## config.mk

```make
export PLATFORM = sky130hd
export DESIGN_NAME = pix_downscale_3to2
export DESIGN_NICKNAME = d
export VERILOG_FILES = /design/src/rtl/pix_downscale_3to2.sv
export SDC_FILE = /design/constraint.sdc
export NUM_CORES = 1
export LEC_CHECK = 0
export CORE_ASPECT_RATIO = 1.25
export CORE_MARGIN = 4
export CORE_UTILIZATION = 36
export CTS_BUF_LIST = sky130_fd_sc_hd__clkbuf_4 sky130_fd_sc_hd__clkbuf_8 sky130_fd_sc_hd__clkbuf_16
export CTS_CLUSTER_SIZE = 10
export DETAILED_ROUTE_END_ITERATION = 10
export HOLD_SLACK_MARGIN = 0.15
export RECOVER_POWER = 50
export SYNTH_ARGS = -nofsm -noshare
export SYNTH_HDL_FRONTEND = slang
export SYNTH_SLANG_ARGS = --single-unit
```

## constraint.sdc

```tcl
create_clock -name clk_in -period 10.2 [get_ports clk_in]
set_input_delay 2.04 -clock clk_in [delete_from_list [all_inputs] [get_ports clk_in]]
set_output_delay 2.04 -clock clk_in [all_outputs]
set_load 0.05 [all_outputs]
```

## src/rtl/pix_downscale_3to2.sv

```systemverilog
// pix_downscale_3to2: horizontal 3:2 area-weighted pixel decimator.
// Every 3 input pixels (a, b, c) become 2 outputs: (2a+b)/3, (b+2c)/3.
//
// Ports:
//   clk_in     single clock
//   rst        asynchronous, active-low reset
//   in_pix     input pixel, qualified by in_valid
//   in_valid   input handshake valid
//   in_sol     first pixel of a line (restarts grouping)
//   in_eol     last pixel of a line (flushes a partial group)
//   in_ready   block accepts a pixel this cycle
//   out_pix    output pixel, qualified by out_valid
//   out_valid  output handshake valid (show-ahead FIFO not empty)
//   out_eol    last output pixel of a line
//   out_ready  downstream accepts
//   err_frag   sticky: a line restarted in the middle of a group
`timescale 1ns/1ps

module pix_downscale_3to2 #(
    parameter int PIX_W      = 10,
    parameter int FIFO_DEPTH = 8
) (
    input  logic             clk_in,
    input  logic             rst,
    input  logic [PIX_W-1:0] in_pix,
    input  logic             in_valid,
    input  logic             in_sol,
    input  logic             in_eol,
    output logic             in_ready,
    output logic [PIX_W-1:0] out_pix,
    output logic             out_valid,
    output logic             out_eol,
    input  logic             out_ready,
    output logic             err_frag
);

    localparam int SW = PIX_W + 2;
    localparam int PW = SW + 10;
    localparam int RW = PW + 1;
    localparam int AW = $clog2(FIFO_DEPTH);
    localparam int CW = AW + 2;
    localparam int EW = PIX_W + 1;

    localparam logic [PW-1:0] K_MUL = PW'(683);
    localparam logic [RW-1:0] K_RND = RW'(1024);
    localparam logic [SW-1:0] Y_MAX = SW'((1 << PIX_W) - 1);

    // PH_EOL is the extra cycle that emits 3b after a line ends at PH1.
    typedef enum logic [1:0] {
        PH0    = 2'd0,
        PH1    = 2'd1,
        PH2    = 2'd2,
        PH_EOL = 2'd3
    } phase_e;

    phase_e           phase_q, phase_d;
    phase_e           phase_eff;
    logic [PIX_W-1:0] a_q, a_d;
    logic [PIX_W-1:0] b_q, b_d;
    logic             err_q, err_d;

    logic             accept;
    logic             iss_valid;
    logic             iss_eol;
    logic [SW-1:0]    iss_sum;
    logic [SW-1:0]    pix_x;
    logic [SW-1:0]    a_x;
    logic [SW-1:0]    b_x;

    logic             s1_valid_q, s1_valid_d;
    logic             s1_eol_q, s1_eol_d;
    logic [SW-1:0]    s1_sum_q, s1_sum_d;

    logic             s2_valid_q, s2_valid_d;
    logic             s2_eol_q, s2_eol_d;
    logic [PW-1:0]    s2_prod_q, s2_prod_d;

    logic             s3_valid_q, s3_valid_d;
    logic             s3_eol_q, s3_eol_d;
    logic [PIX_W-1:0] s3_y_q, s3_y_d;

    logic [RW-1:0]    rnd;
    logic [SW-1:0]    y_full;

    logic [EW-1:0]    mem_q [FIFO_DEPTH];
    logic [EW-1:0]    mem_d [FIFO_DEPTH];
    logic [AW-1:0]    wr_ptr_q, wr_ptr_d;
    logic [AW-1:0]    rd_ptr_q, rd_ptr_d;
    logic [AW:0]      count_q, count_d;
    logic [EW-1:0]    fifo_head;
    logic             push;
    logic             pop;
    logic [CW-1:0]    occ;

    // ------------------------------------------------------------------
    // Handshake and occupancy
    // ------------------------------------------------------------------
    // Occupancy counts every sample already committed to reach the FIFO.
    // Keeping it at or below DEPTH-2 leaves room for the one sample issued
    // on accept plus the extra 3b sample of a PH1 line end.
    always_comb begin
        occ = CW'(count_q) + CW'(s1_valid_q)
            + CW'(s2_valid_q) + CW'(s3_valid_q);
    end

    assign in_ready = rst
                    & (phase_q != PH_EOL)
                    & (occ <= CW'(FIFO_DEPTH - 2));

    assign accept = in_valid & in_ready;

    // ------------------------------------------------------------------
    // Phase FSM: group a/b/c and issue weighted sums
    // ------------------------------------------------------------------
    always_comb begin
        pix_x = SW'(in_pix);
        a_x   = SW'(a_q);
        b_x   = SW'(b_q);
    end

    // A start-of-line pixel always opens a new group.
    assign phase_eff = in_sol ? PH0 : phase_q;

    always_comb begin
        phase_d   = phase_q;
        a_d       = a_q;
        b_d       = b_q;
        err_d     = err_q;
        iss_valid = 1'b0;
        iss_eol   = 1'b0;
        iss_sum   = '0;

        if (phase_q == PH_EOL) begin
            iss_valid = 1'b1;
            iss_eol   = 1'b1;
            iss_sum   = (b_x << 1) + b_x;
            phase_d   = PH0;
        end else if (accept) begin
            if (in_sol && (phase_q != PH0)) begin
                err_d = 1'b1;
            end
            unique case (phase_eff)
                PH0: begin
                    a_d = in_pix;
                    if (in_eol) begin
                        iss_valid = 1'b1;
                        iss_eol   = 1'b1;
                        iss_sum   = (pix_x << 1) + pix_x;
                        phase_d   = PH0;
                    end else begin
                        phase_d = PH1;
                    end
                end
                PH1: begin
                    b_d       = in_pix;
                    iss_valid = 1'b1;
                    iss_sum   = (a_x << 1) + pix_x;
                    phase_d   = in_eol ? PH_EOL : PH2;
                end
                PH2: begin
                    iss_valid = 1'b1;
                    iss_eol   = in_eol;
                    iss_sum   = b_x + (pix_x << 1);
                    phase_d   = PH0;
                end
                default: begin
                    phase_d = PH0;
                end
            endcase
        end
    end

    always_ff @(posedge clk_in or negedge rst) begin
        if (!rst) begin
            phase_q <= PH0;
            a_q     <= '0;
            b_q     <= '0;
            err_q   <= 1'b0;
        end else begin
            phase_q <= phase_d;
            a_q     <= a_d;
            b_q     <= b_d;
            err_q   <= err_d;
        end
    end

    assign err_frag = err_q;

    // ------------------------------------------------------------------
    // Divide-by-3 pipeline: sum -> product -> rounded, clamped Y
    // ------------------------------------------------------------------
    always_comb begin
        s1_valid_d = iss_valid;
        s1_eol_d   = iss_eol;
        s1_sum_d   = iss_sum;

        s2_valid_d = s1_valid_q;
        s2_eol_d   = s1_eol_q;
        s2_prod_d  = PW'(s1_sum_q) * K_MUL;

        // 683/2048 approximates 1/3; adding 1024 rounds to nearest.
        rnd    = {1'b0, s2_prod_q} + K_RND;
        y_full = SW'(rnd >> 11);

        s3_valid_d = s2_valid_q;
        s3_eol_d   = s2_eol_q;
        s3_y_d     = (y_full > Y_MAX) ? Y_MAX[PIX_W-1:0]
                                      : y_full[PIX_W-1:0];
    end

    always_ff @(posedge clk_in or negedge rst) begin
        if (!rst) begin
            s1_valid_q <= 1'b0;
            s1_eol_q   <= 1'b0;
            s1_sum_q   <= '0;
            s2_valid_q <= 1'b0;
            s2_eol_q   <= 1'b0;
            s2_prod_q  <= '0;
            s3_valid_q <= 1'b0;
            s3_eol_q   <= 1'b0;
            s3_y_q     <= '0;
        end else begin
            s1_valid_q <= s1_valid_d;
            s1_eol_q   <= s1_eol_d;
            s1_sum_q   <= s1_sum_d;
            s2_valid_q <= s2_valid_d;
            s2_eol_q   <= s2_eol_d;
            s2_prod_q  <= s2_prod_d;
            s3_valid_q <= s3_valid_d;
            s3_eol_q   <= s3_eol_d;
            s3_y_q     <= s3_y_d;
        end
    end

    // ------------------------------------------------------------------
    // Show-ahead output FIFO
    // ------------------------------------------------------------------
    // Input throttling guarantees space, so a stage-3 sample always pushes.
    assign push = s3_valid_q;
    assign pop  = out_valid & out_ready;

    always_comb begin
        mem_d    = mem_q;
        wr_ptr_d = wr_ptr_q;
        rd_ptr_d = rd_ptr_q;
        count_d  = count_q;

        if (push) begin
            mem_d[wr_ptr_q] = {s3_eol_q, s3_y_q};
            wr_ptr_d        = wr_ptr_q + AW'(1);
        end
        if (pop) begin
            rd_ptr_d = rd_ptr_q + AW'(1);
        end
        unique case ({push, pop})
            2'b10:   count_d = count_q + (AW+1)'(1);
            2'b01:   count_d = count_q - (AW+1)'(1);
            default: count_d = count_q;
        endcase
    end

    always_ff @(posedge clk_in or negedge rst) begin
        if (!rst) begin
            for (int i = 0; i < FIFO_DEPTH; i++) begin
                mem_q[i] <= '0;
            end
            wr_ptr_q <= '0;
            rd_ptr_q <= '0;
            count_q  <= '0;
        end else begin
            mem_q    <= mem_d;
            wr_ptr_q <= wr_ptr_d;
            rd_ptr_q <= rd_ptr_d;
            count_q  <= count_d;
        end
    end

    assign fifo_head = mem_q[rd_ptr_q];
    assign out_valid = (count_q != '0);
    assign out_pix   = out_valid ? fifo_head[PIX_W-1:0] : '0;
    assign out_eol   = out_valid & fifo_head[PIX_W];

endmodule

```

==> impl_results.md <==
* Outcome: finished with violations
* Violated checks: capacitance limit, slew limit
* Total vias in the final route at 6797
* Type of element launching the critical path: input port
* Relative area change from synthesis to final layout at 12.03%
* Clock Root Buffer: sky130_fd_sc_hd__clkbuf_16
* Ys flop type: sky130_fd_sc_hd__dfrtp_1
* Post-synthesis async set-or-reset flop share at 100.0%
* Post-route ant nets at 0
* Cell Pwr Density at 259.0 mW/mm^2
* Min cycle time layout at 5.954 ns
* Post-synthesis cell count at 910
* Count of buffering cells on the critical path with inverters included at 2
* Vias in the first global route at 7302
* Cell area after synthesis at around 0.011 sq mm
* Final sum of negative setup slack at 0 ns
* Number of H-tree levels at 4
* Final period util at 58.37%
* Number of CTS-inserted buffers at 17
* Fmax at between 150 and 200 MHz
* Fin. max-slew vios at 12
* Die extent in y at 201.2 um
* Stages on the worst setup path at 4
* Count of TritonRoute iterations in the first routing pass at 5
* Peak ir drop on the vdd network at 0.1151 mV
* Worst reg2reg endpoint: s2_prod_q[21]$_DFF_PN0_
* Clock skew after layout at 0.01334 ns
* Proportion of netlist area held by the largest area contributor at a little under two fifths
* Number of cell instances on the worst register-to-register path at 15
* Starting utilization of the core area at 36.63%
* Worst hold-check path type: flip-flop to flip-flop
* Hold violation count in the final report at 0
* Type of the worst setup path: input port to primary output
* Dominant cell by count in the synthesized netlist: sky130_fd_sc_hd__dfrtp_1
* I/O pins at 30
* Cell-internal power at 1.882 mW
* Total number of yosys warnings at 0
* Critical path peak fanout at 86
* Most instantiated cells after synthesis: sky130_fd_sc_hd__dfrtp_1, sky130_fd_sc_hd__ha_1, sky130_fd_sc_hd__mux2_2
* Post-CTS setup buffers at 0
* Total global routing track utilization at 13.68%
* Global-route wire length before repair at 36110 um
* Setup slack of the critical path after layout at roughly 4.2 ns
* Placed cell area at 0.01149 sq mm
* Worst Min Path Start: s1_eol_q$_DFF_PN0_
* Diodes inserted at 0
* Largest stage delay on the critical path at 0.79 ns
* Worst-path cell chain: buf_6, and2_1, o211a_1, clkdlybuf4s50_1
* DRC viols at 0
* Post-route cell area at ~0.012 sq mm
* Core Rows at 70
* Antenna violations before repair at 0
* Portion of total power attributed to combinational logic at approximately 47%
* Grt ovf at 0
* RD Place Congestion at 0.8053
* Number of synthesized register bits at 161
* Setup slack on the worst flop-to-flop path at 5.59 ns
* Endpoint of the worst hold-timing path: s2_eol_q$_DFF_PN0_
* HPWL after detailed placement at roughly 16000 um
* Post-cts gate resize count at 0
* Switching power total at 1.236 mW
* Maximum clock path buffer count at 2
* Remaining max-slew budget at the tightest pin at -30.19%
* Clock sink count at 161
* Total leakage power at about 6.0 nW
* Leading post-synthesis cells by cell area: sky130_fd_sc_hd__dfrtp_1, sky130_fd_sc_hd__ha_1, sky130_fd_sc_hd__mux2_2
* Detailed-route vias per instance at 5.042
* Flop pwr share at 33.0%
* Share of final-layout standard cells stronger than drive strength 1 at 18.80%
* Worst slack, placed at 4.167 ns
* Worst-skew pair later-pin latency at 0.42 ns
* Largest net degree at the start of global routing at 87
* Cell type of the slowest stage on the worst timing path: sky130_fd_sc_hd__clkdlybuf4s50_1
* Net switching fraction of the power at about 40%
* Number of enable flip-flop cells after synthesis at 0
* Die span in x at approximately 160 um
* Routed wire length at around 21000 um
* Cell accounting for the most synthesized area: sky130_fd_sc_hd__dfrtp_1
* Clock tree from TritonCTS: yes
* Transition time at the pin with the least slew margin at 1.938 ns
* Critical R2R Launch: s1_sum_q[1]$_DFF_PN0_
* Clock-pin slew of the registers on the worst-case setup and hold paths at 0.06 ns
* Core Footprint at 0.02934 sq mm
* Data arrival at the endpoint of the critical path at about 3.9 ns
* Type of destination of the critical path: primary output
* Cell class contributing the biggest share of worst-path delay: buffers and inverters
* Share of the yosys chip area belonging to registers at 37.49%
* Unrepaired setup endpoints after global routing: no
* First-iteration detailed-routing DRC count at ~220
* Number of port buffers at 29
* Post-synthesis net count at around 1100
* Average instance area after synthesis at 11.81 sq um
* Clk network pwr share at between 20% and 30%
* Hold-fix buffers, CTS at 0
* Wire length per cell at approximately 16 um
* Die area at 0.03270 sq mm
* Final setup violating endpoints at 0
* Number of nets at the end of the flow at 1109
* Number of instances on the worst hold path at 0
* Number of maximum-capacitance violations at 1
* Number of distinct standard cells referenced by the synthesized netlist at 69
* Data required time of the critical path at between 8 and 9 ns
-- sequential cells by signal, summed over array words and instances, names as in the netlist --
| register | flops |
|---|---|
| mem_q | 88 |
| s1_sum_q | 12 |
| s2_prod_q | 12 |
| a_q | 10 |
| b_q | 10 |
| s3_y_q | 10 |
| count_q | 4 |
| rd_ptr_q | 3 |
| wr_ptr_q | 3 |
| phase_q | 2 |
| err_frag | 1 |
| push | 1 |
| s1_eol_q | 1 |
| s1_valid_q | 1 |
| s2_eol_q | 1 |
| s2_valid_q | 1 |
| s3_eol_q | 1 |
-- power groups by stage --
stage	logic (mW)	clock network, mW	registers [mW]
2_1_floorplan	1.18	0	0.973
3_3_place_gp	1.45	0	1.04
3_5_place_dp	1.47	0	1.05
4_1_cts	1.48	0.655	1.03
5_1_grt	1.64	0.685	1.06
6_report	1.45	0.636	1.03
-- per-stage QoR --
step                hold slack (ns)  util [%]  std cells  total power, mW
floorplan                    0.3312         -        910            2.154
global placement             0.3432     39.16       1316            2.485
detailed placement           0.3355     39.16       1316            2.514
CTS                          0.3505     41.13       1348            3.171
global route                 0.3631     41.03       1348            3.391
finish                       0.3496     41.03       1348            3.118
-- metal layers --
metal	vias up	part of all wire, %	track usage [%]
li1	3297	-	-
met1	3426	42	16.07
met2	61	55	25.92
met3	13	2.1	2.295
met4	0	0.77	2.997
met5	-	0	0
-- worst max-delay path by stage --
| stage | start | to | slack, ns |
|---|---|---|---|
| 3_3_place_gp | rst | in_ready | 4.16 |
| 3_5_place_dp | rst | in_ready | 4.17 |
| 2_1_floorplan | rst | in_ready | 5.53 |
| 4_1_cts | rst | in_ready | 4.16 |
| 5_1_grt | rst | in_ready | 4.05 |
| 6_report | rst | in_ready | 4.25 |
-- logic make-up (layout without fill, tap and decap cells) --
family                   after synthesis  count (layout)  share of synthesized area [%]
AND/OR/NAND/NOR                      139             139                          6.403
flip-flops                           161             161                          37.49
AO/OA/AOI/OAI                        150             150                          9.582
XOR/XNOR                              55              55                          4.482
multiplexers                         145             145                          17.60
buffers and inverters                106             148                          3.924
adder cells (fa/ha/maj)              154             154                          20.51
-- placed cells by master, fill, tap and decap left out, types with 5 or more instances in the layout --
master / synthesis / layout
sky130_fd_sc_hd__fa_1: 37 / 37
sky130_fd_sc_hd__o21ai_0: 33 / 33
sky130_fd_sc_hd__a211oi_1: 5 / 5
sky130_fd_sc_hd__xor2_1: 26 / 26
sky130_fd_sc_hd__mux2_1: 8 / 8
sky130_fd_sc_hd__dfrtp_1: 161 / 161
sky130_fd_sc_hd__and2_1: 5 / 5
sky130_fd_sc_hd__a21o_1: 11 / 11
sky130_fd_sc_hd__mux2_2: 93 / 93
sky130_fd_sc_hd__nor2b_1: 5 / 5
sky130_fd_sc_hd__clkdlybuf4s50_1: 0 / 28
sky130_fd_sc_hd__nand2b_1: 9 / 9
sky130_fd_sc_hd__mux2i_1: 14 / 15
sky130_fd_sc_hd__ha_1: 117 / 117
sky130_fd_sc_hd__nand2_1: 39 / 39
sky130_fd_sc_hd__and3_1: 5 / 5
sky130_fd_sc_hd__o22ai_1: 9 / 9
sky130_fd_sc_hd__o21a_1: 6 / 6
sky130_fd_sc_hd__a222oi_1: 5 / 5
sky130_fd_sc_hd__mux2_4: 7 / 7
sky130_fd_sc_hd__nor3_1: 10 / 9
sky130_fd_sc_hd__nor2_1: 36 / 36
sky130_fd_sc_hd__mux4_2: 22 / 22
sky130_fd_sc_hd__clkbuf_16: 0 / 17
sky130_fd_sc_hd__inv_1: 79 / 79
sky130_fd_sc_hd__o21ai_1: 5 / 5
sky130_fd_sc_hd__a21oi_1: 35 / 35
sky130_fd_sc_hd__o21bai_1: 9 / 9
sky130_fd_sc_hd__xnor2_1: 29 / 29
sky130_fd_sc_hd__nand3_1: 7 / 7
-- area by class of cell --
| class | count | area [sq um] |
|---|---|---|
| Sequential cell | 161 | 4029 |
| Inverter | 80 | 300.3 |
| Clock buffer | 20 | 454.2 |
| Clock inverter | 12 | 123.9 |
| Tap cell | 396 | 495.5 |
| Multi-Input combinational cell | 643 | 6304 |
| Fill cell | 2831 | 17300 |
| Timing Repair Buffer | 36 | 332.8 |
Note: power is estimated with default switching activity, not from simulation.
